===== src/rtl/uart_cmd_queue_if.sv =====
// Byte/tick inputs and game-control outputs between the UART side and the snake core.
// master drives the received bytes and ticks; slave is the command queue.
interface uart_cmd_queue_if #(
  parameter int DEPTH = 4
);
  logic                     i_wr;
  logic [7:0]               i_data;
  logic                     i_tick;
  logic [1:0]               o_dir;
  logic                     o_pause;
  logic                     o_restart;
  logic [$clog2(DEPTH):0]   o_level;
  logic                     o_overflow;

  modport master (
    output i_wr, i_data, i_tick,
    input  o_dir, o_pause, o_restart, o_level, o_overflow
  );

  modport slave (
    input  i_wr, i_data, i_tick,
    output o_dir, o_pause, o_restart, o_level, o_overflow
  );
endinterface


===== src/rtl/uart_cmd_queue.sv =====
// Decodes UART key bytes into snake direction commands and queues them in a small FIFO.
// The FIFO is popped once per movement tick; it also provides pause and restart controls.
module uart_cmd_queue #(
  parameter int         DEPTH    = 4,
  parameter logic [1:0] INIT_DIR = 2'b01
) (
  input  logic           clk,
  input  logic           rstn,
  uart_cmd_queue_if.slave bus
);
  localparam int PW = $clog2(DEPTH);
  localparam int LW = PW + 1;
  localparam logic [LW-1:0] FULL_LEVEL = LW'(DEPTH);

  logic [1:0]    mem [DEPTH];
  logic [PW-1:0] rd_ptr_reg, wr_ptr_reg;
  logic [LW-1:0] level_reg;
  logic [1:0]    dir_reg, tail_reg;
  logic          pause_reg, restart_reg, overflow_reg;

  logic [7:0] key_lc;
  logic       is_dir, is_pause, is_restart;
  logic [1:0] cmd;
  logic       legal, do_pop, do_push, do_drop;

  // Folding bit 5 in makes letter matching case-insensitive; only the two cases of each letter map.
  always_comb begin
    key_lc     = bus.i_data | 8'h20;
    is_dir     = 1'b0;
    is_pause   = 1'b0;
    is_restart = 1'b0;
    cmd        = 2'b00;
    if (bus.i_wr) begin
      case (key_lc)
        8'h77:   begin is_dir = 1'b1; cmd = 2'b00; end
        8'h64:   begin is_dir = 1'b1; cmd = 2'b01; end
        8'h73:   begin is_dir = 1'b1; cmd = 2'b10; end
        8'h61:   begin is_dir = 1'b1; cmd = 2'b11; end
        8'h70:   is_pause   = 1'b1;
        8'h72:   is_restart = 1'b1;
        default: ;
      endcase
    end
  end

  // Pop decisions use pre-push state, so a push into an empty queue is never bypassed to o_dir.
  always_comb begin
    legal   = is_dir && (cmd != tail_reg) && (cmd != (tail_reg ^ 2'b10));
    do_pop  = bus.i_tick && !pause_reg && (level_reg != '0) && !is_restart;
    do_push = legal && ((level_reg != FULL_LEVEL) || do_pop);
    do_drop = legal && (level_reg == FULL_LEVEL) && !do_pop;
  end

  always_ff @(posedge clk) begin
    if (do_push) begin
      mem[wr_ptr_reg] <= cmd;
    end
  end

  always_ff @(posedge clk or negedge rstn) begin
    if (!rstn) begin
      rd_ptr_reg   <= '0;
      wr_ptr_reg   <= '0;
      level_reg    <= '0;
      dir_reg      <= INIT_DIR;
      tail_reg     <= INIT_DIR;
      pause_reg    <= 1'b0;
      restart_reg  <= 1'b0;
      overflow_reg <= 1'b0;
    end else begin
      restart_reg <= is_restart;
      if (is_restart) begin
        rd_ptr_reg   <= '0;
        wr_ptr_reg   <= '0;
        level_reg    <= '0;
        dir_reg      <= INIT_DIR;
        tail_reg     <= INIT_DIR;
        pause_reg    <= 1'b0;
        overflow_reg <= 1'b0;
      end else begin
        if (do_pop) begin
          dir_reg    <= mem[rd_ptr_reg];
          rd_ptr_reg <= rd_ptr_reg + 1'b1;
        end
        if (do_push) begin
          wr_ptr_reg <= wr_ptr_reg + 1'b1;
          tail_reg   <= cmd;
        end
        case ({do_push, do_pop})
          2'b10:   level_reg <= level_reg + 1'b1;
          2'b01:   level_reg <= level_reg - 1'b1;
          default: ;
        endcase
        if (do_drop) begin
          overflow_reg <= 1'b1;
        end
        if (is_pause) begin
          pause_reg <= ~pause_reg;
        end
      end
    end
  end

  assign bus.o_dir      = dir_reg;
  assign bus.o_pause    = pause_reg;
  assign bus.o_restart  = restart_reg;
  assign bus.o_level    = level_reg;
  assign bus.o_overflow = overflow_reg;
endmodule


===== src/flat_wrapper.sv =====
// flat-port wrapper written by rule: the top's interface ports become plain ports
module uart_cmd_queue_flat 
#(
  parameter int         DEPTH    = 4,
  parameter logic [1:0] INIT_DIR = 2'b01
)
  (clk, rstn, bus_i_wr, bus_i_data, bus_i_tick, bus_o_dir, bus_o_pause, bus_o_restart, bus_o_level, bus_o_overflow);
  uart_cmd_queue_if #(.DEPTH(DEPTH)) bus_i ();
  input  logic clk;
  input  logic rstn;
  input wire logic [$bits(bus_i.i_wr)-1:0] bus_i_wr;
  input wire logic [$bits(bus_i.i_data)-1:0] bus_i_data;
  input wire logic [$bits(bus_i.i_tick)-1:0] bus_i_tick;
  output wire logic [$bits(bus_i.o_dir)-1:0] bus_o_dir;
  output wire logic [$bits(bus_i.o_pause)-1:0] bus_o_pause;
  output wire logic [$bits(bus_i.o_restart)-1:0] bus_o_restart;
  output wire logic [$bits(bus_i.o_level)-1:0] bus_o_level;
  output wire logic [$bits(bus_i.o_overflow)-1:0] bus_o_overflow;
  assign bus_i.i_wr = bus_i_wr;
  assign bus_i.i_data = bus_i_data;
  assign bus_i.i_tick = bus_i_tick;
  assign bus_o_dir = bus_i.o_dir;
  assign bus_o_pause = bus_i.o_pause;
  assign bus_o_restart = bus_i.o_restart;
  assign bus_o_level = bus_i.o_level;
  assign bus_o_overflow = bus_i.o_overflow;
  uart_cmd_queue #(.DEPTH(DEPTH), .INIT_DIR(INIT_DIR)) u_core (.clk(clk), .rstn(rstn), .bus(bus_i));
endmodule

===== config.mk =====
export PLATFORM = sky130hd
export DESIGN_NAME = uart_cmd_queue_flat
export DESIGN_NICKNAME = d
export VERILOG_FILES = /design/src/rtl/uart_cmd_queue_if.sv /design/src/rtl/uart_cmd_queue.sv /design/src/flat_wrapper.sv
export SDC_FILE = /design/constraint.sdc
export NUM_CORES = 1
export LEC_CHECK = 0
export ABC_AREA = 1
export CAP_MARGIN = 25
export CORE_ASPECT_RATIO = 1.4
export CORE_MARGIN = 3
export CORE_UTILIZATION = 30
export CTS_CLUSTER_DIAMETER = 30
export DETAILED_ROUTE_END_ITERATION = 7
export RECOVER_POWER = 25
export SETUP_SLACK_MARGIN = 0.02
export SLEW_MARGIN = 10
export SYNTH_ARGS = -nofsm -noshare
export SYNTH_HDL_FRONTEND = slang
export SYNTH_SLANG_ARGS = --single-unit

===== constraint.sdc =====
create_clock -name clk -period 2 [get_ports clk]
set_input_delay 0.2 -clock clk [delete_from_list [all_inputs] [get_ports clk]]
set_output_delay 0.2 -clock clk [all_outputs]
set_load 0.01 [all_outputs]

==> flow_metrics.py, run 1 <==
metrics = {
    "sta": {
        "fmax_mhz": 537,
        "timing.hold.ws_ns": 0.383,
        "report.final.slew_viol_count": 0,
        "grt_setup_unrepaired": "no",
        "clock-skew-final_ns": 0.00103,
        "worst_slack_ns": 0.139,
        "hold_violations": 0,
        "fin_setup_tns_ns": 0,
        "period_share_pct": 93.1,
        "slew_headroom_pct": 59.7,
        "setup_violations": 0,
        "finalCriticalPeriod_ns": 1.86,
        "worst-slew-pin-transition_ns": 0.602,
    },
    "clock_network": {
        "cts_tree": "yes",
        "clk_latency_ns": 0.26,
        "clock_path_buffers": 2,
        "hold_buffers": 0,
        "root_buffer": "clkbuf_8",
        "htree_levels": 1,
        "cts_buffers": 3,
        "clk_pin_slew_ns": 0.08,
        "clock_sink_count": 21,
    },
    "worst_setup_path": {
        "worst_ep_required_time_ns": 2.20,
        "crit-reg2reg-launch": "u_core.tail_reg[0]$_DFFE_PN1P_",
        "cp_slowest_stage_delay_ns": 0.55,
        "rrSetupSlack_ns": 0.14,
        "path_cells": "inv_2 -> nor2_2 -> nand3_2 -> nand3_4 -> fa_2 -> or2_2 -> inv_1 -> nand2_1 -> nand2_1",
        "cp_data_arrival_time_ns": 2.06,
        "cp_top_family": "simple AND/OR/NAND/NOR gates",
        "r2r_cells": 9,
        "critPathMaxFanout": 3,
        "critical_path_buf_inv_count": 2,
        "cp_common_cell": "nand2_1",
        "path_class": "reg2reg",
        "end_kind": "flop",
        "start_kind": "flop",
        "cp_slowest_cell": "dfstp_2",
        "reg2reg_to": "u_core.bus.o_level[1]$_DFFE_PN0P_",
    },
    "run_status": {
        "status": "completed",
    },
    "synthesis": {
        "yosysSeqAreaShare_pct": 43.4,
        "yosys_warnings": 0,
        "synth_most_common_cell": "inv_1",
        "synth_top_cell_by_area": "dfrtp_1",
        "synth_nets": 172,
        "synth-seq-cells": 21,
        "ys_types": 27,
        "synth-async-reset-ratio_pct": 61.9,
        "syn_avg_cell_area_um2": 8.44,
        "yosysTopAreaCellShare_pct": 21.0,
        "synth-edff-count": 8,
        "synthFlopType": "dfrtp_1",
        "synthCells": 155,
        "ys_top_cells_by_count": "inv_1 (27), nand2_1 (21), nor2_1 (20)",
        "synthTopCellsByArea": "dfrtp_1 (21%), edfxtp_1 (18%), inv_1 (7.7%), nand2_1 (6.0%), nor2_1 (5.7%)",
        "syn-cell-area_mm2": 0.00131,
    },
    "placed_design": {
        "dpl.hpwl_um": 2110,
        "place_inst": 234,
        "gp_congestion": 0.801,
        "pre_cts_slack_ns": -0.234,
        "port_buffers": 18,
    },
    "floorplan": {
        "start_util_pct": 32.3,
        "row_count": 27,
        "die_x_um": 61.8,
        "ios": 20,
        "dieHeight_um": 84.2,
        "core_area_mm2": 0.00405,
        "dieArea_mm2": 0.00520,
    },
    "power": {
        "internal-power_mw": 1.12,
        "swShare_pct": 37.7,
        "ir_drop_uv": 297,
        "finalPower_mw": 1.80,
        "combPwrFrac_pct": 49.1,
        "powerDensity_mw_per_mm2": 980,
        "clkPwrFrac_pct": 15.5,
        "seqPwrFrac_pct": 35.4,
        "leakagePower_nw": 0.950,
        "p_sw_mw": 0.678,
    },
    "grt": {
        "first_global_vias": 1076,
        "gr-total-overflow": 0,
        "grt_usage_pct": 11.1,
        "antenna_found_initial": 0,
        "grt_pass1_wl_um": 4400,
        "grt_max_degree": 14,
    },
    "detailed_routing": {
        "viasPerCell": 4.62,
        "firstDrtPassIters": 4,
        "first_iter_violations": 13,
        "wl_per_cell_um": 11.4,
        "ant_nets": 0,
        "num_vias": 1123,
        "drt-total-wl_um": 2760,
        "drcViolationCount": 0,
    },
    "cells_and_area": {
        "largest_register_ffs": 8,
        "final-instance-count-excl-fill": 243,
        "drive_above_1_share_pct": 36.5,
        "largest_register": "u_core.mem",
        "area_growth_pct": 40.4,
        "final_nets": 218,
        "diodes": 0,
    },
    "min_path": {
        "hold_class": "in2async",
    },
    "flow_run": {
        "drv_cap": 0,
    },
}
==> power groups by stage <==
stage / Clock, mW / Sequential, mW / Combinational (mW)
global placement: 0 / 0.642 / 0.806
floorplan: 0 / 0.661 / 0.465
finish: 0.279 / 0.638 / 0.884
detailed placement: 0 / 0.644 / 0.812
global route: 0.306 / 0.652 / 0.986
CTS: 0.287 / 0.636 / 0.816
==> per-stage QoR <==
| step | instance area, µm² | utilization, % |
|---|---|---|
| after global routing | 1840 | 45.3 |
| final | 1840 | 45.3 |
| after CTS | 1730 | 42.6 |
| after detailed placement | 1680 | 41.4 |
| after floorplan | 1310 | - |
| after global placement | 1680 | 41.4 |
==> placed cells by master, fill, tap and decap left out <==
cell type and n:
inv_4 1, xor2_2 1, nand2_1 19, o21ai_0 7
a31oi_1 1, fa_2 1, nor2_4 7, a21oi_1 4
or2_2 1, clkdlybuf4s50_1 9, edfxtp_1 8, nand3_1 4
o22ai_1 2, dfrtp_1 11, a22o_1 1, inv_2 6
clkbuf_8 3, nand3_4 1, nor2_1 19, nand4_1 1
nand2_4 6, nor2_2 4, nor3_1 3, nand4_2 1
ha_1 4, clkinvlp_4 1, nand2_2 11, nand3_2 3
dlymetal6s2s_1 8, inv_1 24, a21oi_2 1, o21ai_1 1
buf_4 23, dfstp_2 2, dlygate4sd3_1 1
==> worst max-delay path by stage <==
stage                                            from                           endpoint  slack (ns)  cells after the start
CTS                                     bus_i_data[7]  u_core.bus.o_level[2]$_DFFE_PN0P_        0.03                     14
global placement                        bus_i_data[7]  u_core.bus.o_level[1]$_DFFE_PN0P_       -0.20                     13
detailed placement                      bus_i_data[7]  u_core.bus.o_level[2]$_DFFE_PN0P_       -0.23                     14
floorplan           u_core.bus.o_level[0]$_DFFE_PN0P_  u_core.bus.o_level[2]$_DFFE_PN0P_        0.06                     11
finish                 u_core.tail_reg[0]$_DFFE_PN1P_  u_core.bus.o_level[1]$_DFFE_PN0P_        0.14                      9
global route        u_core.bus.o_level[1]$_DFFE_PN0P_  u_core.bus.o_level[2]$_DFFE_PN0P_        0.01                     11
==> final cells by class <==
type | instances | area [µm²]
flip-flops and latches | 21 | 568
multi-input cells | 103 | 676
clock inverters | 1 | 7.51
repair buffers | 41 | 373
well taps | 43 | 53.8
clock buffers | 3 | 41.3
inverters | 31 | 119
fillers | 406 | 2220
==> layer usage <==
| metal | vias to the layer above | share of wire [%] | track usage (%) | routed length [µm] |
|---|---|---|---|---|
| met3 | 2 | 2.0 | 1.38 | 54 |
| met4 | 0 | 1.3 | 4.63 | 35 |
| met5 | - | 0 | 0 | 0 |
| met1 | 532 | 39 | 12.4 | 1070 |
| met2 | 16 | 58 | 19.8 | 1600 |
| li1 | 573 | - | - | - |
==> cells by family (layout without fill, tap and decap cells) <==
| group | count (synthesis) | after routing | share of synthesized area [%] |
|---|---|---|---|
| flip-flops | 21 | 21 | 43.4 |
| XOR/XNOR | 1 | 1 | 0.669 |
| adder cells (fa/ha/maj) | 5 | 5 | 5.35 |
| AND/OR/NAND/NOR | 80 | 80 | 34.4 |
| AO/OA/AOI/OAI | 17 | 17 | 7.07 |
| buffers and inverters | 31 | 76 | 9.08 |
==> repair_timing <==
item                                    4_1_cts  5_1_grt
gates resized for setup                       0       23
endpoints found under the setup margin        0        2
setup buffers                                 0        5
(Power assumes the default switching activity.)
==> inputs of run 2 (changes only) <==
Settings changed: ABC_AREA 1 to 0, MAX_ROUTING_LAYER from default to met4, TNS_END_PERCENT from default to 5.
==> run 2 against run 1 <==
Register-to-register slack lost 0.04 ns. Combinational power shrank 28%. Global-route usage grew 0.40 points. First-iteration DRC count grew 130%. Final cell count shrank 28%. Clock-buffer cell count is the same. Clock power grew 2%. Area after synthesis shrank 11%. Critical path type is now in2reg. Critical endpoint unchanged. Largest power group is now registers.
==> flow_metrics.py, run 2 <==
metrics = {
    "worst_setup_path": {
        "cp_slowest_cell": "clkdlybuf4s50_1",
        "start_kind": "primary input",
        "critPathMaxFanout": 2,
        "path_class": "in2reg",
        "end_kind": "flop",
        "cp_data_arrival_time_ns": 2.14,
        "worst_ep_required_time_ns": 2.19,
        "cp_slowest_stage_delay_ns": 0.52,
        "path_cells": "clkdlybuf4s50_1 -> nand4bb_4 -> or4_4 -> nand3_2 -> fa_2 -> a21o_1 -> a21oi_1",
    },
    "synthesis": {
        "synthFlopType": "dfrtp_1",
        "synthTopCellsByArea": "dfrtp_1 (24%), edfxtp_1 (21%), dfstp_2 (4.5%), ha_1 (4.3%), mux4_2 (3.9%)",
        "synth-edff-count": 8,
        "yosysTopAreaCellShare_pct": 23.7,
        "ys_top_cells_by_count": "dfrtp_1 (11), nand2_1 (9), edfxtp_1 (8)",
        "syn_avg_cell_area_um2": 11.7,
        "synth_nets": 116,
        "ys_types": 38,
        "yosys_warnings": 0,
        "synthCells": 99,
        "yosysSeqAreaShare_pct": 48.9,
        "syn-cell-area_mm2": 0.00116,
        "synth-seq-cells": 21,
        "synth-async-reset-ratio_pct": 61.9,
        "synth_top_cell_by_area": "dfrtp_1",
        "synth_most_common_cell": "dfrtp_1",
    },
    "cells_and_area": {
        "final_nets": 152,
        "final_common_cell": "buf_4",
        "drive_above_1_share_pct": 29.9,
        "final-instance-count-excl-fill": 176,
        "diodes": 0,
        "largest_register": "u_core.mem",
        "largest_register_ffs": 8,
        "area_growth_pct": 35.6,
        "final_cell_mix": "buf_4 (14), clkdlybuf4s50_1 (13), dfrtp_1 (10), nand2_1 (9), edfxtp_1 (8)",
        "final_cell_area_mm2": 0.00157,
    },
    "placed_design": {
        "dpl.hpwl_um": 1880,
        "gp_congestion": 0.878,
        "place_inst": 172,
        "port_buffers": 18,
        "placed_cell_area_mm2": 0.00151,
    },
    "detailed_routing": {
        "wl_per_cell_um": 13.7,
        "viasPerCell": 5.06,
        "ant_nets": 0,
        "drt-total-wl_um": 2410,
        "num_vias": 890,
        "first_iter_violations": 30,
        "drcViolationCount": 0,
        "firstDrtPassIters": 4,
    },
    "sta": {
        "slew_headroom_pct": 58.5,
        "grt_setup_unrepaired": "yes",
        "fmax_mhz": 511,
        "report.final.slew_viol_count": 0,
        "period_share_pct": 97.8,
        "setup_violations": 0,
        "timing.hold.ws_ns": 0.388,
        "finalCriticalPeriod_ns": 1.96,
        "clock-skew-final_ns": 0.00332,
        "worst-slew-pin-transition_ns": 0.621,
        "hold_violations": 0,
    },
    "floorplan": {
        "dieHeight_um": 79.6,
        "dieArea_mm2": 0.00466,
        "die_x_um": 58.6,
        "row_count": 26,
        "ios": 20,
        "core_area_mm2": 0.00368,
        "start_util_pct": 31.6,
    },
    "run_status": {
        "status": "completed",
    },
    "grt": {
        "first_global_vias": 883,
        "grt_max_degree": 14,
        "grt_pass1_wl_um": 3970,
        "gr-total-overflow": 0,
        "grt_usage_pct": 11.5,
        "antenna_found_initial": 0,
    },
    "clock_network": {
        "cts_tree": "yes",
        "clk_latency_ns": 0.26,
        "clock_sink_count": 21,
        "root_buffer": "clkbuf_8",
        "hold_buffers": 0,
        "htree_levels": 1,
        "post_cts_buffers": 0,
        "clk_pin_slew_ns": 0.08,
        "cts_buffers": 3,
        "clock_path_buffers": 2,
    },
    "power": {
        "powerDensity_mw_per_mm2": 1010,
        "ir_drop_uv": 476,
        "leakagePower_nw": 0.694,
    },
    "min_path": {
        "hold_class": "in2async",
    },
    "flow_run": {
        "drv_cap": 0,
    },
}
run 2: cell count changes in the layout (fill, tap and decap cells not counted), sizes merged, moves of 3 or more:
cell           delta
and2              +5
nor2             -22
inv              -25
nor3              +3
buf               -9
nand2            -26
clkdlybuf4s50     +4
o21ai             -6
dlymetal6s2s      -4
nand3             -4
run 2: logic make-up (layout without fill, tap and decap cells):
kind of cell	after synthesis	after routing	synth area share [%]
DFF	21	21	48.9
and+or+nand+nor	43	43	23.5
AOI/OAI and AO/OA	16	16	10.3
buffers and inverters	7	42	2.91
xor gates and xnor gates	3	3	2.26
muxes	4	4	6.03
adders and majority gates	5	5	6.03
run 2: what timing repair did:
item                                    in CTS  in global routing
hold endpoints to repair                     0                  0
pin swaps                                    1                  2
gates resized for setup                      0                  7
endpoints found under the setup margin       1                  2
run 2: where the power goes:
part	internal [mW]	leakage [nW]	switching, mW
clock	0.141	0.0217	0.143
sequential	0.561	0.238	0.107
combinational	0.355	0.434	0.285
run 2: layout make-up:
cell class | instances | area, µm²
Timing Repair Buffer | 32 | 295
Multi-Input combinational cell | 71 | 586
Fill cell | 356 | 2100
Clock buffer | 3 | 41.3
Clock inverter | 1 | 7.51
Inverter | 6 | 22.5
Tap cell | 42 | 52.6
Sequential cell | 21 | 569
run 2: per-stage QoR:
step / setup WS [ns] / power, mW / utilization (%) / TNS, ns
6_report: 0.0446 / 1.59 / 42.8 / 0
5_1_grt: -0.0195 / 1.71 / 42.8 / -0.0280
4_1_cts: 0.0318 / 1.62 / 42.3 / 0
3_5_place_dp: -0.278 / 1.33 / 41.0 / -2.48
3_3_place_gp: -0.257 / 1.30 / 41.0 / -2.14
2_1_floorplan: 0.0317 / 1.05 / - / 0
run 2: per-layer routing:
metal  vias up  track usage, %  routed length, µm
met5         -               -                  0
met3         4            1.62                 66
met4         0            5.44                 42
li1        429               -                  -
met1       447            13.8               1070
met2        10            18.7               1220
run 2: worst paths after layout:
path                                                 startpoint                                end  slack [ns]  depth (start not counted)
worst min register to register  u_core.bus.o_dir[0]$_DFFE_PN1P_    u_core.bus.o_dir[0]$_DFFE_PN1P_        0.49                          2
max in group asynchronous                                  rstn  u_core.bus.o_level[1]$_DFFE_PN0P_        1.18                          1
worst max-delay path                              bus_i_data[6]  u_core.bus.o_level[1]$_DFFE_PN0P_        0.04                          7
min in group clk                                  bus_i_data[2]     u_core.bus.o_pause$_DFFE_PN0P_        0.40                          3
worst max register to register   u_core.tail_reg[0]$_DFFE_PN1P_  u_core.bus.o_level[2]$_DFFE_PN0P_        0.10                          8
worst min-delay path                                       rstn     u_core.bus.o_restart$_DFF_PN0_        0.39                          1
run 2: worst max-delay path, delay by kind of cell:
kind	cells	cell delay, ns
AOI/OAI and AO/OA	2	0.27
buffers and inverters	1	0.52
and+or+nand+nor	3	0.73
adders and majority gates	1	0.43
==> inputs of run 3 (changes only) <==
Clock period 2 ns to 1.77 ns, I/O delays scaled along.
==> run 3 against run 2 <==
The run now ends with setup timing left. Routed wire length is 13% higher. Final cell count up 6.3%. First-iteration DRC count up 23%. Die area unchanged. Worst hold slack got worse by 0.033 ns. Global-route usage is 2.0 points higher. Sequential share of layout area is 1.8 points lower. Largest power group is now combinational cells.
==> flow_metrics.py, run 3 (same netlist as run 2, synthesis figures left out) <==
metrics = {
    "sta": {
        "fmax_mhz": 523,
        "timing.hold.ws_ns": 0.354,
        "setup_violations": 11,
        "finalCriticalPeriod_ns": 1.91,
        "hold_violations": 0,
        "grt_setup_unrepaired": "yes",
        "report.final.slew_viol_count": 0,
        "period_share_pct": 108,
        "worst-slew-pin-transition_ns": 0.595,
        "worst_slack_ns": -0.142,
        "clock-skew-final_ns": 0.00355,
        "slew_headroom_pct": 60.2,
    },
    "power": {
        "combPwrFrac_pct": 45.4,
        "p_sw_mw": 0.659,
        "powerDensity_mw_per_mm2": 1170,
        "leakagePower_nw": 0.728,
        "seqPwrFrac_pct": 38.4,
        "internal-power_mw": 1.28,
        "swShare_pct": 34.0,
        "ir_drop_uv": 479,
        "clkPwrFrac_pct": 16.2,
    },
    "placed_design": {
        "gp_congestion": 0.765,
        "pre_cts_slack_ns": -0.524,
        "dpl.hpwl_um": 2090,
        "place_inst": 181,
        "port_buffers": 18,
    },
    "worst_setup_path": {
        "end_kind": "flop",
        "cp_data_arrival_time_ns": 2.11,
        "worst_ep_required_time_ns": 1.97,
        "start_kind": "flop",
        "path_class": "reg2reg",
        "critPathMaxFanout": 3,
    },
    "min_path": {
        "hold_class": "in2async",
    },
    "grt": {
        "grt_max_degree": 14,
        "grt_usage_pct": 13.5,
        "grt_pass1_wl_um": 4660,
        "first_global_vias": 1025,
        "gr-total-overflow": 0,
        "antenna_found_initial": 0,
    },
    "cells_and_area": {
        "drive_above_1_share_pct": 38.6,
        "largest_register": "u_core.mem",
        "final-instance-count-excl-fill": 187,
        "area_growth_pct": 42.8,
        "diodes": 0,
        "final_nets": 163,
        "final_common_cell": "buf_4",
        "largest_register_ffs": 8,
        "final_core_util_pct": 45.1,
        "final_cell_mix": "buf_4 (25), clkdlybuf4s50_1 (10), dfrtp_1 (10), nand2_1 (9), edfxtp_1 (8)",
    },
    "detailed_routing": {
        "drt-total-wl_um": 2720,
        "firstDrtPassIters": 6,
        "ant_nets": 0,
        "first_iter_violations": 37,
        "num_vias": 932,
        "viasPerCell": 4.98,
        "drcViolationCount": 0,
        "wl_per_cell_um": 14.5,
    },
    "floorplan": {
        "core_area_mm2": 0.00368,
        "row_count": 26,
        "start_util_pct": 31.6,
        "die_x_um": 58.6,
        "dieHeight_um": 79.6,
        "dieArea_mm2": 0.00466,
        "ios": 20,
    },
    "clock_network": {
        "clock_path_buffers": 2,
        "cts_buffers": 3,
        "clk_pin_slew_ns": 0.08,
        "clock_sink_count": 21,
        "root_buffer": "clkbuf_8",
        "cts_tree": "yes",
        "htree_levels": 1,
        "clk_latency_ns": 0.26,
    },
    "flow_run": {
        "drv_cap": 0,
    },
    "run_status": {
        "violations": "setup timing",
        "status": "complete, but fails checks",
    },
}
-- run 3: changes by cell type in the layout (fill, tap and decap cells not counted), sizes merged --
cell and change:
dlygate4sd2 +7, clkbuf +1, dlymetal6s2s -4, clkdlybuf4s50 -3, buf +11, clkinvlp -1
-- run 3: worst paths after layout --
check	cells past startpoint	slack, ns	from	endpoint
max reg2reg	8	-0.14	u_core.tail_reg[0]$_DFFE_PN1P_	u_core.bus.o_level[2]$_DFFE_PN0P_
max	8	-0.14	u_core.tail_reg[0]$_DFFE_PN1P_	u_core.bus.o_level[2]$_DFFE_PN0P_
min	1	0.35	rstn	u_core.bus.o_pause$_DFFE_PN0P_
min in group clk	2	0.48	u_core.bus.o_dir[0]$_DFFE_PN1P_	u_core.bus.o_dir[0]$_DFFE_PN1P_
min reg2reg	2	0.48	u_core.bus.o_dir[0]$_DFFE_PN1P_	u_core.bus.o_dir[0]$_DFFE_PN1P_
max in group asynchronous	1	1.00	rstn	u_core.bus.o_level[1]$_DFFE_PN0P_
-- run 3: power by group through the flow --
stage               registers, mW  logic (mW)  clock network (mW)
floorplan                   0.778       0.414                   0
global placement            0.742       0.807                   0
detailed placement          0.750       0.843                   0
CTS                         0.741       0.885               0.322
global route                0.761       0.973               0.340
finish                      0.744       0.879               0.314
-- run 3: stage by stage --
stage	power, mW	area (µm²)	TNS, ns
after floorplan	1.19	1180	-0.284
after global placement	1.55	1570	-5.76
after detailed placement	1.59	1570	-6.36
after CTS	1.95	1640	-0.565
after global routing	2.07	1660	-1.32
final	1.94	1660	-0.773
-- run 3: layer usage --
layer / routed length (µm) / part of all wire [%] / vias up / global-route usage, %
met1: 1150 / 42 / 457 / 15.1
met2: 1420 / 52 / 15 / 23.4
li1: - / - / 453 / -
met3: 80 / 2.9 / 7 / 1.46
met4: 68 / 2.5 / 0 / 6.80
met5: 0 / 0 / - / -
-- run 3: worst max-delay path: stages, from the launching register on --
cell	delay (ns)
dfstp_2	0.54
nor3_2	0.04
a32o_2	0.24
nand2_2	0.07
nand3_2	0.09
fa_2	0.38
buf_4	0.16
o221ai_2	0.16
o211a_1	0.17
-- run 3: final cells by class --
type	instances	area [µm²]
flip-flops and latches	21	569
repair buffers	43	359
fillers	351	2020
multi-input cells	71	609
well taps	42	52.6
clock buffers	4	45.0
inverters	6	22.5
-- run 3: repair_timing --
| item | in CTS | in global routing |
|---|---|---|
| pin swaps | 7 | 4 |
| gates resized for setup | 12 | 4 |
| hold buffers | 0 | 0 |
| buffers inserted | 2 | 0 |
| endpoints found under the setup margin | 13 | 12 |
